<file path="config.mk">
export PLATFORM = sky130hd
export DESIGN_NAME = five_stage_fetch_unit
export DESIGN_NICKNAME = d
export VERILOG_FILES = /design/src/rtl/five_stage_fetch_unit.sv
export SDC_FILE = /design/constraint.sdc
export NUM_CORES = 1
export LEC_CHECK = 0
export CAP_MARGIN = 20
export CORE_ASPECT_RATIO = 0.5
export CORE_MARGIN = 2
export CORE_UTILIZATION = 30
export DETAILED_ROUTE_END_ITERATION = 8
export GPL_TIMING_DRIVEN = 0
export REMOVE_ABC_BUFFERS = 1
export SYNTH_ARGS = -nofsm -noshare
export SYNTH_HDL_FRONTEND = slang
export SYNTH_SLANG_ARGS = --single-unit
</file>
<file path="constraint.sdc">
create_clock -name clock -period 4.45 [get_ports clock]
set_input_delay 1.1125 -clock clock [delete_from_list [all_inputs] [get_ports clock]]
set_output_delay 1.1125 -clock clock [all_outputs]
set_load 0.005 [all_outputs]
</file>
<file path="src/rtl/five_stage_fetch_unit.sv">
// five_stage_fetch_unit: PC owner issuing one-at-a-time instruction fetches into a 2-entry decode FIFO.
// A redirect flushes the FIFO and drops any response still in flight.
module five_stage_fetch_unit #(
    parameter int                      CORE            = 0,
    parameter int                      ADDRESS_BITS    = 20,
    parameter int                      DATA_WIDTH      = 32,
    parameter logic [ADDRESS_BITS-1:0] RESET_PC        = '0,
    parameter int                      SCAN_CYCLES_MIN = 0,
    parameter int                      SCAN_CYCLES_MAX = 1000
) (
    input  logic                    clock,
    input  logic                    reset,
    input  logic                    start,
    input  logic [1:0]              next_PC_sel,
    input  logic [ADDRESS_BITS-1:0] target_PC,
    input  logic                    i_mem_read,
    input  logic                    stall_decode,
    output logic                    fetch_request,
    output logic [ADDRESS_BITS-1:0] fetch_address_out,
    input  logic                    fetch_ready,
    input  logic                    fetch_valid,
    input  logic [ADDRESS_BITS-1:0] fetch_address_in,
    input  logic [DATA_WIDTH-1:0]   fetch_data_in,
    output logic [ADDRESS_BITS-1:0] issue_PC,
    output logic [DATA_WIDTH-1:0]   instruction_decode,
    output logic [ADDRESS_BITS-1:0] inst_PC_decode,
    output logic                    inst_valid_decode,
    input  logic                    scan
);
    localparam logic [DATA_WIDTH-1:0] NOP = DATA_WIDTH'(32'h0000_0013);

    typedef enum logic [1:0] {S_IDLE, S_REQ, S_WAIT} state_t;

    state_t                  state_q, state_d;
    logic [ADDRESS_BITS-1:0] pc_q, pc_d, issue_q, issue_d, exp_q, exp_d;
    logic [ADDRESS_BITS-1:0] h_pc_q, h_pc_d, t_pc_q, t_pc_d;
    logic [DATA_WIDTH-1:0]   h_data_q, h_data_d, t_data_q, t_data_d;
    logic [1:0]              cnt_q, cnt_d;
    logic                    drop_q, drop_d;
    logic                    redirect, accept, take, push, pop;

    // Scan tracing is a simulation-only feature; these inputs have no hardware effect.
    logic unused_scan;
    assign unused_scan = ^{scan, CORE[0], SCAN_CYCLES_MIN[0], SCAN_CYCLES_MAX[0]};

    always_comb begin
        redirect      = (next_PC_sel != 2'b00) && (state_q != S_IDLE);
        fetch_request = (state_q == S_REQ) && i_mem_read && (cnt_q != 2'd2) && !redirect;
        accept        = fetch_request && fetch_ready;
        take          = (state_q == S_WAIT) && fetch_valid;
        push          = take && !redirect && !drop_q && (fetch_address_in == exp_q);
        pop           = (cnt_q != 2'd0) && !stall_decode;
        state_d       = state_q;
        pc_d          = pc_q;
        issue_d       = issue_q;
        exp_d         = exp_q;
        drop_d        = drop_q;
        cnt_d         = cnt_q;
        h_pc_d        = h_pc_q;
        h_data_d      = h_data_q;
        t_pc_d        = t_pc_q;
        t_data_d      = t_data_q;
        case (state_q)
            S_IDLE: state_d = start ? S_REQ : S_IDLE;
            S_REQ: begin
                if (accept) begin
                    state_d = S_WAIT;
                    issue_d = pc_q;
                    exp_d   = pc_q;
                    pc_d    = pc_q + ADDRESS_BITS'(4);
                end
            end
            S_WAIT: begin
                if (take) begin
                    state_d = S_REQ;
                    drop_d  = 1'b0;
                end
            end
            default: state_d = S_IDLE;
        endcase
        if (push && pop) begin
            if (cnt_q == 2'd1) begin
                h_pc_d   = fetch_address_in;
                h_data_d = fetch_data_in;
            end else begin
                h_pc_d   = t_pc_q;
                h_data_d = t_data_q;
                t_pc_d   = fetch_address_in;
                t_data_d = fetch_data_in;
            end
        end else if (push) begin
            if (cnt_q == 2'd0) begin
                h_pc_d   = fetch_address_in;
                h_data_d = fetch_data_in;
            end else begin
                t_pc_d   = fetch_address_in;
                t_data_d = fetch_data_in;
            end
            cnt_d = cnt_q + 2'd1;
        end else if (pop) begin
            h_pc_d   = t_pc_q;
            h_data_d = t_data_q;
            cnt_d    = cnt_q - 2'd1;
        end
        // Redirect overrides the sequential PC, push and pop decided above.
        if (redirect) begin
            pc_d   = target_PC;
            cnt_d  = 2'd0;
            drop_d = ((state_q == S_WAIT) && !fetch_valid) || accept;
        end
    end

    always_ff @(posedge clock or negedge reset) begin
        if (!reset) begin
            state_q  <= S_IDLE;
            pc_q     <= RESET_PC;
            issue_q  <= RESET_PC;
            exp_q    <= RESET_PC;
            drop_q   <= 1'b0;
            cnt_q    <= 2'd0;
            h_pc_q   <= '0;
            h_data_q <= NOP;
            t_pc_q   <= '0;
            t_data_q <= NOP;
        end else begin
            state_q  <= state_d;
            pc_q     <= pc_d;
            issue_q  <= issue_d;
            exp_q    <= exp_d;
            drop_q   <= drop_d;
            cnt_q    <= cnt_d;
            h_pc_q   <= h_pc_d;
            h_data_q <= h_data_d;
            t_pc_q   <= t_pc_d;
            t_data_q <= t_data_d;
        end
    end

    assign fetch_address_out  = pc_q;
    assign issue_PC           = issue_q;
    assign inst_valid_decode  = cnt_q != 2'd0;
    assign instruction_decode = inst_valid_decode ? h_data_q : NOP;
    assign inst_PC_decode     = inst_valid_decode ? h_pc_q : '0;

endmodule

</file>
-- Word-level counts from Yosys, hierarchy flattened
Index checks and enable logic that the tools add are counted.
- bits in registers: 149
- latch bits: 0
- memory bits (writable): 0
- memory bits (read-only): 0
- output and inout port bits: 94
- logic and storage cells: 93
- memories kept: 0
- $add $sub $neg: 3
- $mul: 0
- divide/modulo/power cells: 0
- $lt $le $gt $ge: 0
- eq/ne operators: 11
- shift-type cells: 0
- mux-type cells: 34
- bitwise logic cells: 0
- reductions and logical operators: 36
- operator list (cell ; number):
    32-bit 2-to-1 mux ; 10
    20-bit 2-to-1 mux ; 13
    20-bit by 3-bit adder with 20-bit output, second input constant ; 1
    20-bit equality test ; 1
    2-bit nonzero test ; 8
    1-bit logical AND ; 12
    2-bit 2-to-1 mux ; 6
    2-bit != test, second input constant ; 6
    2-bit AND reduction ; 6
    2-bit one-hot mux with 3 select lines ; 1
    3-bit nonzero test ; 2
    2-bit by 1-bit equality test with 1-bit output, second input constant ; 2
    1-bit zero test ; 4
    2-bit zero test ; 2
    1-bit 2-to-1 mux ; 4
    3-bit by 1-bit != test with 1-bit output, second input constant ; 1
    3-bit AND reduction ; 1
    2-bit by 1-bit adder with 2-bit output, second input constant ; 1
    2-bit equality test, second input constant ; 1
    2-bit by 1-bit subtractor with 2-bit output, second input constant ; 1
    1-bit logical OR ; 1

-- Longest topological paths before layout
Gate-level depths: netlist (run 1).
- depth in word-level cells: 9
- mapped depth: 9

-- Worst setup path before layout (run 1)
OpenSTA, ideal clock, no wires.
- path type: input to register
- from: in next_PC_sel[1]
- to: reg h_data_q[10]
- library setup time: 125 ps
- arrival time: 3036 ps
- setup slack: 1289 ps
- stages: 8
- path buffers: 2
- path through: or2_4 > nor4_2 > nand2_1 > or4_1 > buf_6 > buf_8 > mux2_4 > mux2_2
- cells in the longest elaborated chain, start to end: 9
- elaborated cells on any way between the ends: 12
- ends and longest elaborated chain (element ; line ; source):
    start: declaration ; 14 ; input logic [1:0] next_PC_sel,
    2-bit nonzero test * ; 47 ; redirect = (next_PC_sel != 2'b00) && (state_q != S_IDLE);
    1-bit logical AND * ; 47 ;
    1-bit zero test * ; 51 ; push = take && !redirect && !drop_q && (fetch_address_in == exp_q);
    1-bit logical AND * (3 in a row) ; 51 ;
    1-bit logical AND ; 81 ; if (push && pop) begin
    3-bit by 1-bit != test with 1-bit output (no line) / 3-bit nonzero test (equally long branches) ; - ;
    2-bit AND reduction (no line) ; - ;
    end signal: assignment ; 133 ; h_data_q <= h_data_d;
    end: declaration ; 37 ; logic [DATA_WIDTH-1:0] h_data_q, h_data_d, t_data_q, t_data_d;
Mark *: on every way between the ends. The rest lies on a longest branch, timed or not.
A chain may end at the register's enable or synchronous reset.

-- Final worst setup path (run 1)
- from: in fetch_address_in[15]
- to: reg t_data_q[5]
- cells in the longest elaborated chain, start to end: 5
- elaborated cells on any way between the ends: 8
- ends and longest elaborated chain (element ; line ; source):
    start: declaration ; 22 ; input logic [ADDRESS_BITS-1:0] fetch_address_in,
    20-bit equality test * ; 51 ;
    1-bit logical AND * ; 51 ;
    1-bit logical AND ; 81 ;
    2-bit != test (no line) / 2-bit nonzero test (equally long branches) ; - ;
    3-bit AND reduction (no line) ; - ;
    end signal: assignment ; 135 ; t_data_q <= t_data_d;
    end: declaration ; 37 ;
Marks and branches as above.

==> results of run 1 <==
==> layout make-up <==
cell class,instances,area [µm²]
clock inverters,9,138
clock buffers,23,498
fillers,2320,14000
flip-flops and latches,149,3740
inverters,5,18.8
well taps,336,420
multi-input cells,436,3560
repair buffers,182,1900
==> logic make-up after synthesis <==
group,count (synthesis)
compound gates,40
fa+ha+maj,4
xor+xnor,27
simple gates,208
buf+inv,37
flops,149
mux,157
==> cell usage in the layout (no fill, tap or decap), types with 4 or more instances in the layout <==
cell and n:
clkdlybuf4s50_1 173, dfrtp_1 143, mux2_2 106, nand2_1 87
nor2b_1 52, mux2_4 50, nor2_1 18, xor2_1 18
clkbuf_16 17, nand3_1 12, o21ai_0 11, xnor2_1 9
nor3_1 9, a21oi_1 8, dfstp_2 6, inv_1 5
clkbuf_8 5, or2_2 4, and3_1 4, nor4_1 4
a211oi_1 4, a31oi_1 4
==> per-stage QoR <==
step / setup TNS, ns / setup WS, ns
5_1_grt: 0 / 0.178
4_1_cts: 0 / 0.340
6_report: 0 / 0.409
3_3_place_gp: -853.21 / -4.03
2_1_floorplan: -25.38 / -0.490
3_5_place_dp: -4.26 / -0.104
==> state kept, by name (all words and copies together) (netlist names) <==
name and cells:
cnt_q 2, drop_q 1, exp_q 20, fetch_address_out 20, h_data_q 32, h_pc_q 20, state_q 2, t_data_q 32
t_pc_q 20
==> report_power, final <==
part	internal (mW)	switching [mW]	leakage, nW	total, mW
Clock	0.964	0.582	0.311	1.55
Combinational	0.681	0.588	2.43	1.27
Sequential	1.54	0.276	1.98	1.81
==> worst reg2reg max path: stages (launching register included) <==
cell     delay, ns
dfrtp_1       0.41
xor2_1        0.17
nor4_1        0.42
nand3_1       0.25
nor3_1        0.58
nand3_4       0.75
mux2_2        0.58
==> worst paths after layout <==
path,to,slack (ns),from
max,t_data_q[5],0.41,fetch_address_in[15]
min,h_data_q[2],0.49,h_data_q[2]
max reg2reg,t_data_q[5],1.16,exp_q[17]
min reg2reg,h_data_q[2],0.49,h_data_q[2]
max in group asynchronous,t_data_q[4],2.93,reset
min in group asynchronous,state_q[0],0.64,reset
==> metal layers <==
metal | share of wire (%) | vias to the layer above | global-route usage [%] | wire length [µm]
li1 | - | 2492 | - | -
met5 | 0 | - | 0 | 0
met2 | 51 | 64 | 26.0 | 9700
met3 | 3.1 | 25 | 3.37 | 579
met4 | 2.4 | 0 | 5.93 | 447
met1 | 43 | 2635 | 18.2 | 8240
==> impl_metrics.env, run 1 <==
export IMPL_status="complete, no violations"
export IMPL_min_path_cells=1
export IMPL_maxSlewViolCount=0
export IMPL_synth_xor_area_share_pct=3.17
export IMPL_yosys_area_top_type="dfrtp_1"
export IMPL_dp_cells=1108
export IMPL_antennaDiodeCount=0
export IMPL_report_final_hold_viol_count=0
export IMPL_synthMuxAreaShare_pct=26.2
export IMPL_dp_hpwl_mm=13.4
export IMPL_leakage_nw=4.72
export IMPL_ant_nets=0
export IMPL_viasPerCell=4.58
export IMPL_min_delay_path_class="register to register"
export IMPL_cts_tree="built"
export IMPL_worstPathCellList="clkdlybuf4s50_1 -> xor2_1 -> nor4_1 -> nand3_1 -> nor3_1 -> nand3_4 -> mux2_2"
export IMPL_synth_top_family_by_area="multiplexers"
export IMPL_synth_compound_gate_area_share_pct=3.32
export IMPL_whs_ns=0.494
export IMPL_crit_path_max_incr_delay_ns=0.75
export IMPL_synthTopCellsByArea="dfrtp_1, mux2_2, mux2_4"
export IMPL_core_area_um2=24200
export IMPL_ys_seq_elements=149
export IMPL_cts_resized=0
export IMPL_first_iter_violations=322
export IMPL_fin_area_um2=10300
export IMPL_fin_util_pct=42.4
export IMPL_h_tree_depth=4
export IMPL_drv_cap=0
export IMPL_tightest_slew_ns=1.05
export IMPL_final_layout_size_suffix_gt1_share_pct=26.5
export IMPL_fin_crit_sh_pct=90.8
export IMPL_yosys_most_used_dff="dfrtp_1"
export IMPL_path_class="primary input to register"
export IMPL_arrival_ns=4.34
export IMPL_fp_row_count=40
export IMPL_ir_drop_uv=266
export IMPL_synth_cell_type_count=41
export IMPL_synth_most_common_cell="dfrtp_1"
export IMPL_overflow=0
export IMPL_synth_cells=622
export IMPL_avgRoutedWirePerCell_um=16.6
export IMPL_cp_start_kind="primary input"
export IMPL_dr_total_vias=5216
export IMPL_synth_edf_count=0
export IMPL_initial_core_util_pct=30.8
export IMPL_cts_setup_buffers=0
export IMPL_crit_buf_inv=1
export IMPL_skew_ns=0.0108
export IMPL_fmax_ghz=0.247
export IMPL_power_density_nw_per_um2=451
export IMPL_area_delta_synth_final_pct=37.5
export IMPL_synth_top_area_share_pct=47.9
export IMPL_cts_buffer_depth=2
export IMPL_rsz0062_at_grt="false"
export IMPL_syn_avg_cell_area_um2=12.0
export IMPL_synth_adder_area_share_pct=0.670
export IMPL_required_ns=4.75
export IMPL_r2r_cells=6
export IMPL_drtPass1Iterations=4
export IMPL_final_nets=877
export IMPL_clk_pin_slew_ns=0.06
export IMPL_die_area_um2=26200
export IMPL_numPortBuffers=174
export IMPL_crit_family="simple AND/OR/NAND/NOR gates"
export IMPL_cp_num_cells=7
export IMPL_totalWireLength_mm=19.0
export IMPL_ios=176
export IMPL_grt_antenna_before_repair=0
export IMPL_hold_buffers=0
export IMPL_setup_viol=0
export IMPL_first_global_vias=5388
export IMPL_crit_slowest_cell="nand3_4"
export IMPL_cts_made_buffers=17
export IMPL_clock_sinks=149
export IMPL_path_max_fanout=52
export IMPL_die_x_um=227
export IMPL_drc=0
export IMPL_timing_max_slew_rel_slack_pct=29.7
export IMPL_grt_total_usage_pct=15.0
export IMPL_min_period_ns=4.04
export IMPL_cts_root_buf="clkbuf_16"
export IMPL_async_reset_ff_share_pct=100
export IMPL_worstSetupEndpointType="register"
export IMPL_gp_congestion=0.803
export IMPL_grt_max_degree=95
export IMPL_total_power_mw=4.63
export IMPL_clock_latency_ns=0.42
export IMPL_ys_warn_count=0
export IMPL_synth_commonest_cells="dfrtp_1, mux2_2, nand2_1, nor2b_1, mux2_4"
export IMPL_grt_pass1_wl_mm=29.8
export IMPL_yosys_area_share_simple_pct=13.9
export IMPL_place_area_um2=9630
export IMPL_die_y_um=116
export IMPL_synthesis_area_um2=7470
export IMPL_ys_seq_area_share_pct=50.0
export IMPL_fin_cells=1140
No activity file was read; power rests on OpenSTA's default activity.
==> run 2, diff against run 1 <==
--- a/config.mk
+++ b/config.mk
@@ -9,8 +9,10 @@
 export CORE_ASPECT_RATIO = 0.5
 export CORE_MARGIN = 2
 export CORE_UTILIZATION = 30
+export CTS_CLUSTER_DIAMETER = 50
 export DETAILED_ROUTE_END_ITERATION = 8
 export GPL_TIMING_DRIVEN = 0
+export PLACE_DENSITY_LB_ADDON = 0.1
 export REMOVE_ABC_BUFFERS = 1
 export SYNTH_ARGS = -nofsm -noshare
 export SYNTH_HDL_FRONTEND = slang
==> run 2 against run 1 <==
Against the previous run: worst setup slack gained 0.14 ns; sequential share of layout area grew 0.17 points; first-iteration DRC count shrank 26%; core utilization shrank 0.20 points; die area is the same; clock skew shrank 0.0030 ns; fmax grew 3.5%; highest routed layer unchanged.
==> impl_metrics.env, run 2 (synthesis gave the netlist of run 1 again) <==
export IMPL_status="complete, no violations"
export IMPL_power_density_nw_per_um2=441
export IMPL_first_iter_violations=237
export IMPL_tightest_slew_ns=0.995
export IMPL_cts_root_buf="clkbuf_16"
export IMPL_initial_core_util_pct=30.8
export IMPL_p_switching_mw=1.42
export IMPL_overflow=0
export IMPL_numPortBuffers=174
export IMPL_clock_power_share_pct=31.9
export IMPL_grt_antenna_before_repair=1
export IMPL_clock_sinks=149
export IMPL_fin_area_um2=10200
export IMPL_crit_buf_inv=2
export IMPL_cts_made_buffers=17
export IMPL_drtPass1Iterations=4
export IMPL_cts_buffer_depth=2
export IMPL_arrival_ns=4.22
export IMPL_layout_common_cells="clkdlybuf4s50_1, dfrtp_1, mux2_2"
export IMPL_worstSetupEndpointType="register"
export IMPL_dp_hpwl_mm=13.4
export IMPL_die_y_um=116
export IMPL_core_area_um2=24200
export IMPL_switching_share_pct=31.6
export IMPL_crit_family="simple AND/OR/NAND/NOR gates"
export IMPL_maxSlewViolCount=0
export IMPL_seqPwrFrac_pct=40.3
export IMPL_ir_drop_uv=246
export IMPL_final_layout_size_suffix_gt1_share_pct=26.3
export IMPL_drv_cap=0
export IMPL_h_tree_depth=4
export IMPL_die_x_um=227
export IMPL_area_delta_synth_final_pct=36.9
export IMPL_dp_cells=1109
export IMPL_min_period_ns=3.90
export IMPL_totalWireLength_mm=19.0
export IMPL_dr_total_vias=5151
export IMPL_report_final_hold_viol_count=0
export IMPL_path_class="primary input to register"
export IMPL_fin_crit_sh_pct=87.7
export IMPL_leakage_nw=4.70
export IMPL_timing_max_slew_rel_slack_pct=33.7
export IMPL_rsz0062_at_grt="false"
export IMPL_hold_buffers=0
export IMPL_fin_util_pct=42.2
export IMPL_ant_nets=0
export IMPL_cp_start_kind="primary input"
export IMPL_final_nets=878
export IMPL_combPwrFrac_pct=27.8
export IMPL_total_power_mw=4.50
export IMPL_die_area_um2=26200
export IMPL_grt_max_degree=94
export IMPL_skew_ns=0.00780
export IMPL_layout_commonest_cell="clkdlybuf4s50_1"
export IMPL_cts_tree="built"
export IMPL_crit_slowest_cell="or4_4"
export IMPL_worstPathCellList="clkdlybuf4s50_1 -> xor2_1 -> nor4_1 -> nand3_1 -> or4_4 -> buf_12 -> mux2_4 -> mux2_2"
export IMPL_gp_congestion=0.744
export IMPL_place_area_um2=9640
export IMPL_cts_setup_buffers=0
export IMPL_drc=0
export IMPL_internal_power_mw=3.08
export IMPL_required_ns=4.76
export IMPL_clock_latency_ns=0.43
export IMPL_cts_resized=0
export IMPL_first_global_vias=5448
export IMPL_viasPerCell=4.51
export IMPL_clk_pin_slew_ns=0.06
export IMPL_fmax_ghz=0.256
export IMPL_avgRoutedWirePerCell_um=16.7
export IMPL_reg_top3="h_data_q: 32 flops, t_data_q: 32 flops"
export IMPL_crit_path_max_incr_delay_ns=0.87
export IMPL_path_max_fanout=27
export IMPL_fin_cells=1142
export IMPL_ios=176
export IMPL_min_delay_path_class="register to register"
export IMPL_grt_pass1_wl_mm=30.1
export IMPL_grt_total_usage_pct=15.2
export IMPL_fp_row_count=40
export IMPL_setup_viol=0
-- run 2: changes by cell type in the layout (fill, tap and decap cells not counted), sizes merged --
cell	change
clkinv	+4
buf	+1
bufinv	-1
diode	+1
inv	-3
-- run 2: path summary, 6_finish.rpt --
check	from	end	cells past startpoint	slack [ns]
max in group asynchronous	reset	t_data_q[0]	2	2.98
min	h_data_q[17]	h_data_q[17]	1	0.50
max	fetch_address_in[15]	h_data_q[21]	8	0.55
min in group asynchronous	reset	state_q[0]	1	0.61
max reg2reg	exp_q[15]	h_data_q[21]	7	1.27
min reg2reg	h_data_q[17]	h_data_q[17]	1	0.50
-- run 2: area by class of cell --
class                   count  area [µm²]
fillers                  2327       14000
flip-flops and latches    149        3740
multi-input cells         436        3560
repair buffers            183        1900
clock buffers              23         478
well taps                 336         420
clock inverters             9         101
inverters                   5        18.8
diodes                      1        2.50
-- run 2: worst reg2reg max path, delay by kind of cell, from the launching register on --
family,cells,cell delay (ns)
AND/OR/NAND/NOR,3,1.50
multiplexers,2,0.61
flip-flops,1,0.45
buffers and inverters,1,0.30
XOR/XNOR,1,0.19
-- run 2: per-layer routing --
| metal | wire length [µm] | GRT usage, % | vias to the layer above |
|---|---|---|---|
| met3 | 586 | 3.98 | 19 |
| met2 | 9260 | 25.1 | 65 |
| met5 | 0 | 0 | - |
| met4 | 338 | 5.49 | 0 |
| met1 | 8850 | 19.4 | 2564 |
| li1 | - | - | 2503 |
-- run 2: through the flow --
step / setup TNS (ns) / hold WS, ns / worst slack, ns
finish: 0 / 0.496 / 0.547
global route: 0 / 0.505 / 0.383
CTS: 0 / 0.498 / 0.489
detailed placement: 0 / 0.485 / 0.0279
global placement: -934.49 / 0.479 / -4.39
floorplan: -25.38 / 0.471 / -0.490
-- run 2: power groups by stage --
stage / Clock [mW] / Sequential (mW) / Combinational [mW]
2_1_floorplan: 0 / 1.77 / 0.515
3_3_place_gp: 0 / 1.85 / 1.23
3_5_place_dp: 0 / 1.84 / 1.28
4_1_cts: 1.48 / 1.82 / 1.28
5_1_grt: 1.54 / 1.85 / 1.39
6_report: 1.43 / 1.82 / 1.25
